<file path="src/rtl/cpu_core_gen_if.sv">
// Bus bundle between the LED-matrix CPU core and its host: run/step control,
// program ROM port, buttons and the LED / matrix display outputs.
interface cpu_core_gen_if #(
  parameter int PC_W = 11
);
  logic            run;
  logic            step;
  logic [7:0]      btn;
  logic [7:0]      rom_data;
  logic [2:0]      scan_sel;
  logic [PC_W-1:0] rom_addr;
  logic [3:0]      led;
  logic [7:0]      row;
  logic [7:0]      col;
  logic [PC_W-1:0] pc_out;
  logic            halted;
  logic            retire;

  modport master (
    output run, step, btn, rom_data, scan_sel,
    input  rom_addr, led, row, col, pc_out, halted, retire
  );

  modport slave (
    input  run, step, btn, rom_data, scan_sel,
    output rom_addr, led, row, col, pc_out, halted, retire
  );
endinterface

</file>
<file path="src/rtl/cpu_core_gen.sv">
// Parametrised 8-register CPU core: r5 = buttons, r6 = LEDs, r7 = PC.
// Fetch/execute FSM with ROM_LAT-cycle fetch, run/single-step control and a retire strobe.
module cpu_core_gen #(
  parameter int DATA_W  = 16,
  parameter int PC_W    = 11,
  parameter int ROM_LAT = 1
) (
  input logic           clk,
  input logic           rst_n,
  cpu_core_gen_if.slave bus
);
  localparam int CNT_W = (ROM_LAT > 1) ? $clog2(ROM_LAT) : 1;

  typedef enum logic [1:0] {S_IDLE, S_FETCH, S_EXEC, S_HALT} state_t;

  state_t            r_state;
  logic [CNT_W-1:0]  r_wait;
  logic [DATA_W-1:0] r_regs [8];
  logic              r_c;
  logic              r_z;
  logic              r_step_d;
  logic [PC_W-1:0]   r_pc_out;
  logic              r_retire;
  logic              r_halted;

  logic [4:0]        w_op;
  logic [2:0]        w_sss;
  logic [DATA_W-1:0] w_rs;
  logic [DATA_W-1:0] w_r0;
  logic [DATA_W:0]   w_sum;
  logic [PC_W-1:0]   w_pc;
  logic [PC_W-1:0]   w_pc_inc;
  logic [PC_W-1:0]   w_tgt;
  logic              w_wr_en;
  logic [2:0]        w_wr_idx;
  logic [DATA_W-1:0] w_wr_val;
  logic              w_upd_z;
  logic              w_c_next;
  logic              w_z_next;
  logic [PC_W-1:0]   w_pc_next;
  logic              w_halt;
  logic [7:0]        w_scan_byte;
  logic [7:0]        w_row;

  assign w_op     = bus.rom_data[7:3];
  assign w_sss    = bus.rom_data[2:0];
  assign w_rs     = r_regs[w_sss];
  assign w_r0     = r_regs[0];
  assign w_pc     = PC_W'(r_regs[7]);
  assign w_pc_inc = w_pc + PC_W'(1);
  assign w_tgt    = PC_W'(bus.rom_data[3:0]);

  // Decode/execute of the byte on rom_data; only committed in EXEC.
  always_comb begin
    w_wr_en   = 1'b0;
    w_wr_idx  = 3'd0;
    w_wr_val  = w_rs;
    w_upd_z   = 1'b0;
    w_sum     = '0;
    w_c_next  = r_c;
    w_z_next  = r_z;
    w_pc_next = w_pc_inc;
    w_halt    = 1'b0;
    casez (w_op)
      5'b00???: begin w_wr_en = 1'b1; w_wr_idx = w_op[2:0]; w_wr_val = w_rs; end
      5'b01000: begin
        w_sum = {1'b0, w_r0} + {1'b0, w_rs};
        w_wr_en = 1'b1; w_wr_val = w_sum[DATA_W-1:0]; w_c_next = w_sum[DATA_W]; w_upd_z = 1'b1;
      end
      5'b01001: begin w_wr_en = 1'b1; w_wr_val = w_r0 | w_rs; w_upd_z = 1'b1; end
      5'b01010: begin w_wr_en = 1'b1; w_wr_val = w_r0 & w_rs; w_upd_z = 1'b1; end
      5'b01011: begin w_wr_en = 1'b1; w_wr_val = w_r0 ^ w_rs; w_upd_z = 1'b1; end
      5'b01100: begin
        w_sum = {1'b0, w_rs} + (DATA_W+1)'(1);
        w_wr_en = 1'b1; w_wr_idx = w_sss; w_wr_val = w_sum[DATA_W-1:0];
        w_c_next = w_sum[DATA_W]; w_upd_z = 1'b1;
      end
      5'b01101: begin w_wr_en = 1'b1; w_wr_idx = w_sss; w_wr_val = ~w_rs; w_upd_z = 1'b1; end
      5'b01110: begin w_wr_en = 1'b1; w_wr_idx = w_sss; w_wr_val = {w_rs[0], w_rs[DATA_W-1:1]}; end
      5'b01111: begin w_wr_en = 1'b1; w_wr_idx = w_sss; w_wr_val = {w_rs[DATA_W-2:0], w_rs[DATA_W-1]}; end
      5'b1000?: begin w_pc_next = r_c ? w_pc_inc : w_tgt; w_c_next = 1'b0; end
      5'b1001?: w_pc_next = w_tgt;
      5'b1010?: begin w_wr_en = 1'b1; w_wr_val = DATA_W'(bus.rom_data[3:0]); end
      5'b1011?: begin w_pc_next = r_z ? w_tgt : w_pc_inc; w_z_next = 1'b0; end
      5'b11000: begin
        w_sum = {1'b0, w_r0} - {1'b0, w_rs};
        w_wr_en = 1'b1; w_wr_val = w_sum[DATA_W-1:0]; w_c_next = w_sum[DATA_W]; w_upd_z = 1'b1;
      end
      5'b11111: begin w_pc_next = w_pc; w_halt = 1'b1; end
      default: ;
    endcase
    if (w_upd_z) w_z_next = (w_wr_val == '0);
    // Any write landing in r7 becomes the new PC, with no increment.
    if (w_wr_en && (w_wr_idx == 3'd7)) w_pc_next = PC_W'(w_wr_val);
  end

  always_ff @(posedge clk or negedge rst_n) begin
    if (!rst_n) begin
      for (int i = 0; i < 8; i++) r_regs[i] <= '0;
      r_state  <= S_IDLE;
      r_wait   <= '0;
      r_c      <= 1'b0;
      r_z      <= 1'b0;
      r_step_d <= 1'b0;
      r_pc_out <= '0;
      r_retire <= 1'b0;
      r_halted <= 1'b0;
    end else begin
      r_step_d <= bus.step;
      r_retire <= 1'b0;
      case (r_state)
        S_IDLE: begin
          if (bus.run || (bus.step && !r_step_d)) begin
            r_state <= S_FETCH;
            r_wait  <= '0;
          end
        end
        S_FETCH: begin
          if (r_wait == CNT_W'(ROM_LAT - 1)) begin
            r_state  <= S_EXEC;
            r_retire <= 1'b1;
          end else begin
            r_wait <= r_wait + CNT_W'(1);
          end
        end
        S_EXEC: begin
          if (w_wr_en) r_regs[w_wr_idx] <= w_wr_val;
          r_regs[7] <= DATA_W'(w_pc_next);
          r_c       <= w_c_next;
          r_z       <= w_z_next;
          r_pc_out  <= w_pc;
          if (w_halt) begin
            r_state  <= S_HALT;
            r_halted <= 1'b1;
          end else if (bus.run) begin
            r_state <= S_FETCH;
            r_wait  <= '0;
          end else begin
            r_state <= S_IDLE;
          end
        end
        default: ;
      endcase
      // Button sampling overrides any instruction write to r5.
      r_regs[5] <= DATA_W'(bus.btn);
    end
  end

  assign w_scan_byte = r_regs[bus.scan_sel][7:0];

  for (genvar gi = 0; gi < 8; gi++) begin : g_row
    assign w_row[gi] = w_scan_byte[7-gi];
  end

  assign bus.row      = w_row;
  assign bus.col      = ~(8'd1 << bus.scan_sel);
  assign bus.rom_addr = w_pc;
  assign bus.led      = r_regs[6][3:0];
  assign bus.pc_out   = r_pc_out;
  assign bus.halted   = r_halted;
  assign bus.retire   = r_retire;
endmodule
</file>
<file path="src/flat_wrapper.sv">
// flat-port wrapper written by rule: the top's interface ports become plain ports
module cpu_core_gen_flat 
#(
  parameter int DATA_W  = 16,
  parameter int PC_W    = 11,
  parameter int ROM_LAT = 1
)
  (clk, rst_n, bus_run, bus_step, bus_btn, bus_rom_data, bus_scan_sel, bus_rom_addr, bus_led, bus_row, bus_col, bus_pc_out, bus_halted, bus_retire);
  cpu_core_gen_if #(.PC_W(PC_W)) bus_i ();
  input logic clk;
  input logic rst_n;
  input wire logic [$bits(bus_i.run)-1:0] bus_run;
  input wire logic [$bits(bus_i.step)-1:0] bus_step;
  input wire logic [$bits(bus_i.btn)-1:0] bus_btn;
  input wire logic [$bits(bus_i.rom_data)-1:0] bus_rom_data;
  input wire logic [$bits(bus_i.scan_sel)-1:0] bus_scan_sel;
  output wire logic [$bits(bus_i.rom_addr)-1:0] bus_rom_addr;
  output wire logic [$bits(bus_i.led)-1:0] bus_led;
  output wire logic [$bits(bus_i.row)-1:0] bus_row;
  output wire logic [$bits(bus_i.col)-1:0] bus_col;
  output wire logic [$bits(bus_i.pc_out)-1:0] bus_pc_out;
  output wire logic [$bits(bus_i.halted)-1:0] bus_halted;
  output wire logic [$bits(bus_i.retire)-1:0] bus_retire;
  assign bus_i.run = bus_run;
  assign bus_i.step = bus_step;
  assign bus_i.btn = bus_btn;
  assign bus_i.rom_data = bus_rom_data;
  assign bus_i.scan_sel = bus_scan_sel;
  assign bus_rom_addr = bus_i.rom_addr;
  assign bus_led = bus_i.led;
  assign bus_row = bus_i.row;
  assign bus_col = bus_i.col;
  assign bus_pc_out = bus_i.pc_out;
  assign bus_halted = bus_i.halted;
  assign bus_retire = bus_i.retire;
  cpu_core_gen #(.DATA_W(DATA_W), .PC_W(PC_W), .ROM_LAT(ROM_LAT)) u_core (.clk(clk), .rst_n(rst_n), .bus(bus_i));
endmodule
</file>
<file path="config.mk">
export PLATFORM = sky130hd
export DESIGN_NAME = cpu_core_gen_flat
export DESIGN_NICKNAME = d
export VERILOG_FILES = /design/src/rtl/cpu_core_gen_if.sv /design/src/rtl/cpu_core_gen.sv /design/src/flat_wrapper.sv
export SDC_FILE = /design/constraint.sdc
export NUM_CORES = 1
export LEC_CHECK = 0
export ABC_CLOCK_PERIOD_IN_PS = 8350
export BUFFER_PORTS_ARGS = -buffer_cell sky130_fd_sc_hd__buf_2
export CAP_MARGIN = 10
export CORE_MARGIN = 2
export CORE_UTILIZATION = 49
export CTS_CLUSTER_DIAMETER = 200
export DETAILED_ROUTE_END_ITERATION = 8
export GPL_ROUTABILITY_DRIVEN = 0
export GPL_TIMING_DRIVEN = 1
export HOLD_SLACK_MARGIN = 0.08
export PLACE_DENSITY = 0.67
export SETUP_SLACK_MARGIN = 0.5
export SLEW_MARGIN = 20
export SYNTH_ARGS = -nofsm -noshare
export SYNTH_HDL_FRONTEND = slang
export SYNTH_SLANG_ARGS = --single-unit
</file>
<file path="constraint.sdc">
create_clock -name clk -period 8.35 [get_ports clk]
set_input_delay 1.2525 -clock clk [delete_from_list [all_inputs] [get_ports clk]]
set_output_delay 1.2525 -clock clk [all_outputs]
set_load 0.1 [all_outputs]
</file>
==> results by group, run 1 <==
Yosys
  • Avg Inst Size Synth: 8.90 um2
  • Synth top area share: 31.1%
  • Yosys warns: 0
  • Sequential area share after synthesis: 31.1%
  • Top_reg_cell synth: dfrtp_1
  • FF+latch count, synth: 133
  • Synth cell types: 89
  • Syn nets: 1286
  • Asr flop ratio synth: 100%
  • Post-synthesis cell area: 10700 um2
  • Synth Instances: 1203
  • Top cells by area, synth: dfrtp_1 (31%), ha_1 (6.8%), mux4_2 (6.7%), nand2_1 (5.5%), o21ai_0 (5.5%)
  • Post-synth EDFFs: 0
  • Post-synth top area cell: dfrtp_1

Finish
  • Final Cell Area: approximately 12000 um2
  • Most common cell after layout, fill and taps aside: nand2_1
  • Most frequent cells in the layout: nand2_1 (158), dfrtp_1 (133), o21ai_0 (117)
  • Area delta synth->final: 9.01%
  • Final Util: 54.0%
  • # nets final: ~1300
  • Layout cell share with drive strength beyond 1: a little under a fifth

Critical path
  • CP bufs+invs: 1
  • Slowest cell on crit path: a311oi_1
  • Worst Setup EP: u_core.r_z
  • R2r worst-path depth: 14
  • Critical Path AT: around 6300 ps
  • R2r endpoint: u_core.r_z
  • Startpoint Class: input port
  • Critical Path Source: bus_rom_data[0]
  • Setup Crit Path Kind: input port to flop
  • R2R Setup Slk: 3320 ps
  • Most used cell, CP: a221o_1
  • Crit path cell chain: buf_2 -> mux4_2 -> nor2b_1 -> nor2_1 -> ha_1 -> fa_1 -> a21o_1 -> a221o_1 -> a221o_1 -> o21ai_0 -> o41ai_1 -> a311oi_1 -> and3_1 -> nand4_1 -> o41ai_2
  • CP peak stage delay: 840 ps
  • Family with the most delay on the worst path: compound AO/OA/AOI/OAI gates
  • Critical Path RT: slightly below 9000 ps
  • Crit. End Element: flop
  • Worst path depth: 15
  • R2R Path Start: u_core.bus.rom_addr[0]
  • Maximum fanout along the worst path: 29

Clock network
  • CTS sink count: 133
  • # hold bufs at CTS: 0
  • Post-CTS setup buffer count: 0
  • Clock slew at reported path FFs: 70 ps
  • Max H-tree Level: 4
  • Clock Tree Root: clkbuf_16
  • CTS tree: built
  • Num CTS Buffers: 17
  • Worst skew pair latency: between 400 and 500 ps
  • Post-CTS sizing: 0
  • Worst-case clock buffer depth: 2

STA
  • Hold_ws: 484 ps
  • Worst clock skew: roughly 14 ps
  • RSZ-0062 raised after global routing: no
  • Fmax: 167 MHz
  • Fin. Hold Viols: 0
  • Fin. max-slew vios: 0
  • Final setup violation count: 0
  • Rel. slew slack: approximately a fifth
  • Min Tclk post-route: 5980 ps
  • Slew @ Worst Pin: about 1200 ps
  • Total negative slack: 0 ps
  • Period utilization: 71.7%

Placed design
  • Area of placed instances: 11100 um2
  • Port bufs: 66
  • Dpl hpwl: roughly 24000 um

Die
  • Chip width: 152 um
  • Core Area: 21600 um2
  • # rows: 54
  • Initial Utilization: around half
  • Boundary pin count: 67
  • Die area: 23000 um2
  • Die Span Y: about 150 um

Global route
  • Vias in the first global route: 9180
  • Initial antenna violation count: 1
  • Largest net degree at the start of global routing: 71
  • First-pass GRT wire length: 53200 um
  • Gr ovfl total: 0
  • Total GRT Usage: a little under a third

Power and ir drop
  • Pwr Density: between 300 and 400 nW/um2
  • Design Power: 3.66 mW
  • Static leakage: 5.21 nW
  • Max VDD drop: 268 uV

Drt
  • Total Wirelength: 34300 um
  • Starting DRT DRC Count: 1043
  • First-pass DRT Iterations: 5
  • Remaining DRCs: 0
  • Routed len/inst: about 23 um
  • Vias: 9856
  • Via density per instance: 6.53
  • DRT antenna net count: 0

Run
  • Max-capacitance violation count: 0

Worst hold path
  • Hold Startpoint: u_core.r_regs[77]
  • HP Class: flop to flop

Outcome
  • Outcome: complete, no violations
==> stage by stage <==
| step | instances | worst slack (ps) |
|---|---|---|
| final | 1510 | 2370 |
| after global routing | 1509 | 2060 |
| after CTS | 1509 | 2500 |
| after detailed placement | 1477 | 2090 |
| after global placement | 1477 | 2180 |
| after floorplan | 1203 | 3030 |
==> worst min-delay path by stage <==
| stage | endpoint | cells after the start |
|---|---|---|
| floorplan | u_core.r_regs[62] | 2 |
| global placement | u_core.r_regs[62] | 2 |
| detailed placement | u_core.r_regs[62] | 2 |
| CTS | u_core.r_regs[109] | 2 |
| global route | u_core.r_regs[75] | 2 |
| finish | u_core.r_regs[77] | 2 |
==> worst register-to-register path, cell delays in order, from the launching register on <==
cell and delay [ps]:
dfrtp_1 520, mux4_2 510, nor2b_1 200, nor2_1 160
ha_1 280, fa_1 470, a21o_1 190, a221o_1 420
a221o_1 390, o21ai_0 90, o41ai_1 110, a311oi_1 840
and3_1 330, nand4_1 110, o41ai_2 300
==> cell type report <==
| type | count | area, um2 |
|---|---|---|
| inverters | 54 | 205 |
| well taps | 280 | 350 |
| multi-input cells | 923 | 6700 |
| repair buffers | 87 | 494 |
| diodes | 1 | 2.50 |
| fillers | 2015 | 9950 |
| flip-flops and latches | 133 | 3330 |
| clock buffers | 17 | 425 |
| clock inverters | 15 | 158 |
==> sequential cells by signal, indices dropped and copies added (netlist names) <==
register and flops:
u_core.r_regs 84, u_core.bus.halted 1, u_core.w_r0 16, u_core.r_step_d 1, u_core.r_c 1, u_core.r_state 2
u_core.bus.rom_addr 11, u_core.bus.led 4, u_core.r_z 1, u_core.bus.retire 1, u_core.bus.pc_out 11
==> Yosys cell counts, types with 7 or more instances <==
| cell | number |
|---|---|
| a21o_1 | 9 |
| a21oi_1 | 49 |
| a221o_1 | 9 |
| a221oi_1 | 9 |
| a22oi_1 | 16 |
| a31oi_1 | 12 |
| and3_1 | 10 |
| buf_1 | 8 |
| buf_4 | 19 |
| clkbuf_1 | 55 |
| dfrtp_1 | 133 |
| ha_1 | 58 |
| inv_1 | 49 |
| mux2_2 | 50 |
| mux2i_1 | 38 |
| mux4_2 | 32 |
| nand2_1 | 158 |
| nand2b_1 | 14 |
| nand3_1 | 37 |
| nor2_1 | 78 |
| nor2b_1 | 14 |
| nor3_1 | 20 |
| nor3b_1 | 7 |
| nor4_1 | 11 |
| o211ai_1 | 11 |
| o21ai_0 | 118 |
| o221ai_1 | 10 |
| o22ai_1 | 15 |
| or3_1 | 7 |
==> layer usage <==
metal / part of all wire (%) / GRT usage [%]
met1: 43 / 42.8
met4: 3.9 / 13.2
met2: 44 / 45.5
met5: 0 / 0
met3: 9.2 / 6.50
==> kinds of logic after synthesis <==
family	share of synthesized area [%]
buf+inv	6.30
compound gates	20.5
xor+xnor	0.491
simple gates	18.2
fa+ha+maj	7.16
flops	31.1
mux	16.3
==> report_power, final <==
| part | total, mW | switching, mW | internal, mW |
|---|---|---|---|
| logic | 1.91 | 1.27 | 0.637 |
| clock network | 0.758 | 0.335 | 0.423 |
| registers | 0.996 | 0.188 | 0.808 |
| total | 3.66 | 1.79 | 1.87 |
Note: power is estimated with default switching activity, not from simulation.
==> inputs of run 2 (changes only) <==
--- a/config.mk
+++ b/config.mk
@@ -5,7 +5,7 @@
 export SDC_FILE = /design/constraint.sdc
 export NUM_CORES = 1
 export LEC_CHECK = 0
-export ABC_CLOCK_PERIOD_IN_PS = 8350
+export ABC_CLOCK_PERIOD_IN_PS = 5100
 export BUFFER_PORTS_ARGS = -buffer_cell sky130_fd_sc_hd__buf_2
 export CAP_MARGIN = 10
 export CORE_MARGIN = 2
@@ -15,7 +15,7 @@
 export GPL_ROUTABILITY_DRIVEN = 0
 export GPL_TIMING_DRIVEN = 1
 export HOLD_SLACK_MARGIN = 0.08
-export PLACE_DENSITY = 0.67
+export PLACE_DENSITY = 0.69
 export SETUP_SLACK_MARGIN = 0.5
 export SLEW_MARGIN = 20
 export SYNTH_ARGS = -nofsm -noshare
==> constraint.sdc (replaced) <==
create_clock -name clk -period 5.1 [get_ports clk]
set_input_delay 0.765 -clock clk [delete_from_list [all_inputs] [get_ports clk]]
set_output_delay 0.765 -clock clk [all_outputs]
set_load 0.1 [all_outputs]
==> results by group, run 2 (same netlist as run 1, synthesis figures left out) <==
Power and ir drop
  • Sw Pwr: 3.02 mW (+69%)
  • Max VDD drop: 492 uV (+84%)
  • Pwr Density: 512 nW/um2 (+63%)
  • Part of the power in registers: 26.0% (-1.2 points)
  • Switching share of power: 48.8% (-0.16 points)
  • Clock power frac: 19.3% (-1.4 points)
  • Design Power: 6.20 mW (+69%)
  • Comb power frac: 54.7% (+2.6 points)
  • Int Pwr: 3.17 mW (+70%)
  • Static leakage: 5.47 nW (+4.8%)

Clock network
  • Worst-case clock buffer depth: 2 (unchanged)
  • # hold bufs at CTS: 0 (unchanged)
  • Clock slew at reported path FFs: 70 ps (about the same)
  • Worst skew pair latency: 440 ps (about the same)
  • CTS tree: built
  • Max H-tree Level: 4 (unchanged)
  • Post-CTS setup buffer count: 0 (unchanged)
  • CTS sink count: 133 (unchanged)
  • Num CTS Buffers: 17 (unchanged)
  • Post-CTS sizing: 0 (unchanged)
  • Clock Tree Root: clkbuf_16

Die
  • Core Area: 21600 um2 (unchanged)
  • # rows: 54 (unchanged)
  • Initial Utilization: 49.5% (unchanged)
  • Die Span Y: 152 um (unchanged)
  • Chip width: 152 um (unchanged)
  • Die area: 23000 um2 (unchanged)
  • Boundary pin count: 67 (unchanged)

Finish
  • Max reg flops: 84 (unchanged)
  • ANT cells: 0 (-1)
  • Most common cell after layout, fill and taps aside: nand2_1
  • Layout cell share with drive strength beyond 1: 22.8% (+3.9 points)
  • Largest register by flop count: u_core.r_regs
  • Most frequent cells in the layout: nand2_1 (158), dfrtp_1 (133), o21ai_0 (116)
  • # nets final: 1350 (+3.9%)
  • Area delta synth->final: 13.1%

Critical path
  • Startpoint Class: input port
  • Crit path cell chain: buf_2 -> mux4_2 -> nor2b_2 -> nor2_4 -> ha_1 -> fa_1 -> a21o_1 -> a221o_1 -> a21oi_1 -> or4_1 -> o311ai_0 -> a211o_1 -> a31o_2 -> o21ai_2 -> nand4_1 -> o41ai_2
  • Critical Path AT: 4760 ps (-1560 ps)
  • R2R Setup Slk: 810 ps (-2510 ps)
  • Critical Path RT: 5430 ps (-3250 ps)
  • CP bufs+invs: 1 (unchanged)
  • Family with the most delay on the worst path: compound AO/OA/AOI/OAI gates
  • Maximum fanout along the worst path: 7 (-76%)
  • CP peak stage delay: 560 ps (-280 ps)
  • Slowest cell on crit path: mux4_2
  • Crit. End Element: flop
  • Setup Crit Path Kind: input port to flop

STA
  • Worst clock skew: 16.5 ps (+2.57 ps)
  • Rel. slew slack: 28.9% (+9.1 points)
  • Slew @ Worst Pin: 1060 ps (-127 ps)
  • Hold_ws: 390 ps (-93.7 ps)
  • Fin. Hold Viols: 0 (unchanged)
  • Total negative slack: 0 ps (unchanged)
  • Fin. max-slew vios: 0 (unchanged)
  • Min Tclk post-route: between 4000 and 5000 ps
  • Fmax: 226 MHz
  • RSZ-0062 raised after global routing: no
  • Final setup violation count: 0 (unchanged)
  • Period utilization: 86.8%

Drt
  • Remaining DRCs: 0 (unchanged)
  • Total Wirelength: 36000 um (+5.1%)
  • First-pass DRT Iterations: 8 (+3)
  • Vias: 10300 (+4.0%)
  • DRT antenna net count: 0 (unchanged)
  • Routed len/inst: 23.1 um (+1.7%)
  • Via density per instance: 6.57 (+0.66%)
  • Starting DRT DRC Count: 1159 (+11%)

Global route
  • Gr ovfl total: 0 (unchanged)
  • Vias in the first global route: 9676 (+5.4%)
  • Total GRT Usage: 32.0% (+1.5 points)
  • Largest net degree at the start of global routing: 90 (+27%)
  • Initial antenna violation count: 1 (unchanged)
  • First-pass GRT wire length: 55600 um (+4.5%)

Run
  • Max-capacitance violation count: 0 (unchanged)

Outcome
  • Outcome: complete, no violations

Worst hold path
  • HP Class: input port to asynchronous set/reset pin

Placed design
  • Port bufs: 66 (unchanged)
  • Dpl hpwl: 25800 um (+5.8%)
run 2: cell types whose count changed in the layout (fill, tap and decap cells not counted), moves of 2 or more:
cell,change
buf_2,-2
ha_2,+2
buf_4,+48
ha_1,-2
run 2: path summary, 6_finish.rpt:
check                                       endpoint  depth (start not counted)                   start
max in group asynchronous         u_core.r_regs[106]                          2                   rst_n
worst max register to register            u_core.r_z                         15  u_core.bus.rom_addr[1]
worst max-delay path                      u_core.r_z                         16         bus_rom_data[0]
min in group clk                   u_core.r_regs[36]                          1              bus_btn[4]
worst min register to register     u_core.bus.halted                          1       u_core.bus.halted
worst min-delay path            u_core.bus.pc_out[9]                          1                   rst_n
run 2: metrics by stage:
stage	utilization [%]	instances	area (um2)	setup WS, ps
floorplan	-	1203	10700	501
finish	56.0	1560	12100	672
detailed placement	53.1	1527	11500	125
global route	56.0	1560	12100	480
global placement	53.1	1527	11500	235
CTS	55.7	1559	12000	579
run 2: layout make-up:
class                      instances  area (um2)
clock buffer                      17         425
clock inverter                    15         134
fill                            1941        9510
inverter                          54         205
multi-input combinational        923        6740
sequential                       133        3330
tap                              280         350
timing repair buffer             138         923
run 2: power groups by stage:
stage               Sequential (mW)  Combinational, mW  Clock (mW)
floorplan                      1.70               2.23           0
global placement               1.60               3.24           0
detailed placement             1.61               3.28           0
CTS                            1.60               3.29        1.21
global route                   1.64               3.65        1.25
finish                         1.61               3.39        1.20
run 2: metal layers:
metal / track usage (%) / wire [um] / up-vias
met5: 0 / 0 / -
met3: 6.23 / 3540 / 114
li1: - / - / 4547
met4: 16.0 / 2050 / 0
met2: 47.7 / 16000 / 634
met1: 44.5 / 14400 / 4955
==> inputs of run 3 (changes only) <==
--- a/config.mk
+++ b/config.mk
@@ -5,7 +5,7 @@
 export SDC_FILE = /design/constraint.sdc
 export NUM_CORES = 1
 export LEC_CHECK = 0
-export ABC_CLOCK_PERIOD_IN_PS = 5100
+export ABC_CLOCK_PERIOD_IN_PS = 5500
 export BUFFER_PORTS_ARGS = -buffer_cell sky130_fd_sc_hd__buf_2
 export CAP_MARGIN = 10
 export CORE_MARGIN = 2
@@ -15,7 +15,8 @@
 export GPL_ROUTABILITY_DRIVEN = 0
 export GPL_TIMING_DRIVEN = 1
 export HOLD_SLACK_MARGIN = 0.08
-export PLACE_DENSITY = 0.69
+export MAX_ROUTING_LAYER = met4
+export PLACE_DENSITY = 0.67
 export SETUP_SLACK_MARGIN = 0.5
 export SLEW_MARGIN = 20
 export SYNTH_ARGS = -nofsm -noshare
==> constraint.sdc (replaced) <==
create_clock -name clk -period 5.5 [get_ports clk]
set_input_delay 0.825 -clock clk [delete_from_list [all_inputs] [get_ports clk]]
set_output_delay 0.825 -clock clk [all_outputs]
set_load 0.1 [all_outputs]
==> results by group, run 3 (same netlist as run 1, synthesis figures left out) <==
Outcome
  • Outcome: complete, no violations

Critical path
  • Critical Path Source: bus_rom_data[1]
  • Critical Path AT: 5180 ps (+420 ps)
  • Worst Setup EP: u_core.r_z
  • CP peak stage delay: 550 ps (about the same)
  • CP bufs+invs: 1 (unchanged)
  • R2r worst-path depth: 12 (-3)
  • Setup Crit Path Kind: input port to flop
  • R2R Path Start: u_core.bus.rom_addr[3]
  • Crit path cell chain: clkbuf_4 -> mux4_2 -> mux2i_2 -> ha_1 -> nor4_1 -> nor2_1 -> a221o_1 -> a211o_1 -> or3b_1 -> and4b_1 -> and3_1 -> nand4_1 -> o41ai_2
  • Worst path depth: 13 (-3)
  • R2R Setup Slk: 830 ps (+20 ps)
  • Family with the most delay on the worst path: simple AND/OR/NAND/NOR gates
  • Maximum fanout along the worst path: 17 (+10)
  • R2r endpoint: u_core.r_z
  • Startpoint Class: input port
  • Crit. End Element: flop
  • Slowest cell on crit path: mux4_2
  • Critical Path RT: 5830 ps (+400 ps)

Clock network
  • Worst-case clock buffer depth: 2 (unchanged)
  • Num CTS Buffers: 17 (unchanged)
  • Max H-tree Level: 4 (unchanged)
  • CTS tree: built
  • CTS sink count: 133 (unchanged)
  • Clock Tree Root: clkbuf_16
  • Clock slew at reported path FFs: 70 ps (about the same)
  • Worst skew pair latency: 440 ps (about the same)
  • Post-CTS setup buffer count: 0 (unchanged)

STA
  • Total negative slack: 0 ps (unchanged)
  • Rel. slew slack: 27.7% (-1.2 points)
  • RSZ-0062 raised after global routing: no
  • Period utilization: approximately 90%
  • Fin. Hold Viols: 0 (unchanged)
  • Worst clock skew: 13.3 ps (-3.16 ps)
  • Final setup violation count: 0 (unchanged)
  • Min Tclk post-route: 4850 ps
  • Slew @ Worst Pin: 1080 ps (+14.0 ps)
  • Fmax: around 210 MHz
  • Fin. max-slew vios: 0 (unchanged)

Die
  • Core Area: 21600 um2 (unchanged)
  • Initial Utilization: 49.5% (unchanged)
  • Chip width: 152 um (unchanged)
  • Boundary pin count: 67 (unchanged)
  • Die area: 23000 um2 (unchanged)
  • Die Span Y: 152 um (unchanged)
  • # rows: 54 (unchanged)

Placed design
  • DP Cell Count: 1506 (-1.4%)
  • Dpl hpwl: 25200 um (-2.0%)
  • Port bufs: 66 (unchanged)

Global route
  • Total GRT Usage: 32.2% (+0.28 points)
  • Initial antenna violation count: 0 (-1)
  • Gr ovfl total: 0 (unchanged)
  • Largest net degree at the start of global routing: 83 (-7.8%)
  • First-pass GRT wire length: 54800 um (-1.5%)
  • Vias in the first global route: 9736 (+0.62%)

Finish
  • Final cell count without fillers: 1538 (-1.4%)
  • Most frequent cells in the layout: nand2_1 (157), dfrtp_1 (133), o21ai_0 (117)
  • ANT cells: 0 (unchanged)
  • Fill cell count: 1981 (+2.1%)
  • Area delta synth->final: 11.7%
  • Most common cell after layout, fill and taps aside: nand2_1
  • Largest register by flop count: u_core.r_regs
  • # nets final: 1328 (-1.6%)
  • Layout cell share with drive strength beyond 1: 21.1% (-1.7 points)
  • Max reg flops: 84 (unchanged)

Drt
  • Remaining DRCs: 0 (unchanged)
  • Via density per instance: 6.59 (+0.28%)
  • Total Wirelength: 35200 um (-2.3%)
  • Met3 wire length: 3240 um (-8.4%)
  • First-pass DRT Iterations: 6 (-2)
  • Top routing layer in use: met4
  • DRT antenna net count: 0 (unchanged)
  • Met1 Wirelength: 14700 um (+1.6%)
  • Met2 WL: 15600 um (-2.6%)
  • Routed len/inst: 22.9 um (-0.93%)
  • Starting DRT DRC Count: 978 (-16%)
  • Vias: 10100 (-1.1%)

Worst hold path
  • HP Class: input port to asynchronous set/reset pin

Power and ir drop
  • Max VDD drop: 372 uV (-24%)
  • Pwr Density: 482 nW/um2 (-5.8%)
  • Static leakage: 5.37 nW (-1.7%)

Run
  • Max-capacitance violation count: 0 (unchanged)
-- run 3: cell count changes in the layout (fill, tap and decap cells not counted), moves of 2 or more --
cell       change
buf_4         -20
bufinv_16      +3
clkbuf_4       +2
ha_1           +2
ha_2           -2
inv_8          -2
-- run 3: what timing repair did --
action	CTS	global route
setup endpoints to repair	0	12
hold buffers	0	0
gates resized for setup	0	7
hold endpoints to repair	0	0
-- run 3: worst min path at each step --
stage	endpoint	slack (ps)	depth (start not counted)
detailed placement	u_core.bus.halted	450	1
CTS	u_core.r_regs[106]	460	1
global route	u_core.bus.halted	480	1
finish	u_core.r_regs[104]	440	1
floorplan	u_core.r_regs[62]	440	2
global placement	u_core.bus.halted	450	1
-- run 3: where the power goes --
group | internal (mW) | switching [mW] | total [mW] | leakage, nW
clock network | 0.727 | 0.495 | 1.22 | 0.299
logic | 1.06 | 1.98 | 3.04 | 3.30
registers | 1.23 | 0.277 | 1.50 | 1.78
-- run 3: worst reg2reg max path, delay by kind of cell (launching register included) --
kind                     cells  cell delay, ps
AND/OR/NAND/NOR              6            1820
multiplexers                 2             960
AO/OA/AOI/OAI                3             860
flip-flops                   1             520
adder cells (fa/ha/maj)      1             410
-- run 3: routing by layer --
layer | GRT usage, % | vias up
met5 | - | -
met4 | 14.9 | 0
met3 | 5.96 | 134
met2 | 47.5 | 586
met1 | 43.4 | 4913
li1 | - | 4501
-- run 3: final cells by class --
class                   count  area, um2  area share (%)
multi-input cells         923       6720            56.2
well taps                 280        350            2.93
flip-flops and latches    133       3330            27.8
repair buffers            116        732            6.12
clock buffers              17        425            3.56
clock inverters            15        194            1.62
inverters                  54        205            1.72
-- run 3: per-stage QoR --
stage / cell area (um2) / setup slack, ps / utilization, % / power, mW / hold slack, ps
3_5_place_dp: 11300 / 202 / 52.3 / 4.47 / 449
6_report: 12000 / 648 / 55.3 / 5.76 / 441
3_3_place_gp: 11300 / 273 / 52.3 / 4.43 / 447
2_1_floorplan: 10700 / 611 / - / 3.64 / 441
4_1_cts: 11900 / 635 / 55.2 / 5.70 / 463
5_1_grt: 12000 / 509 / 55.3 / 6.09 / 482
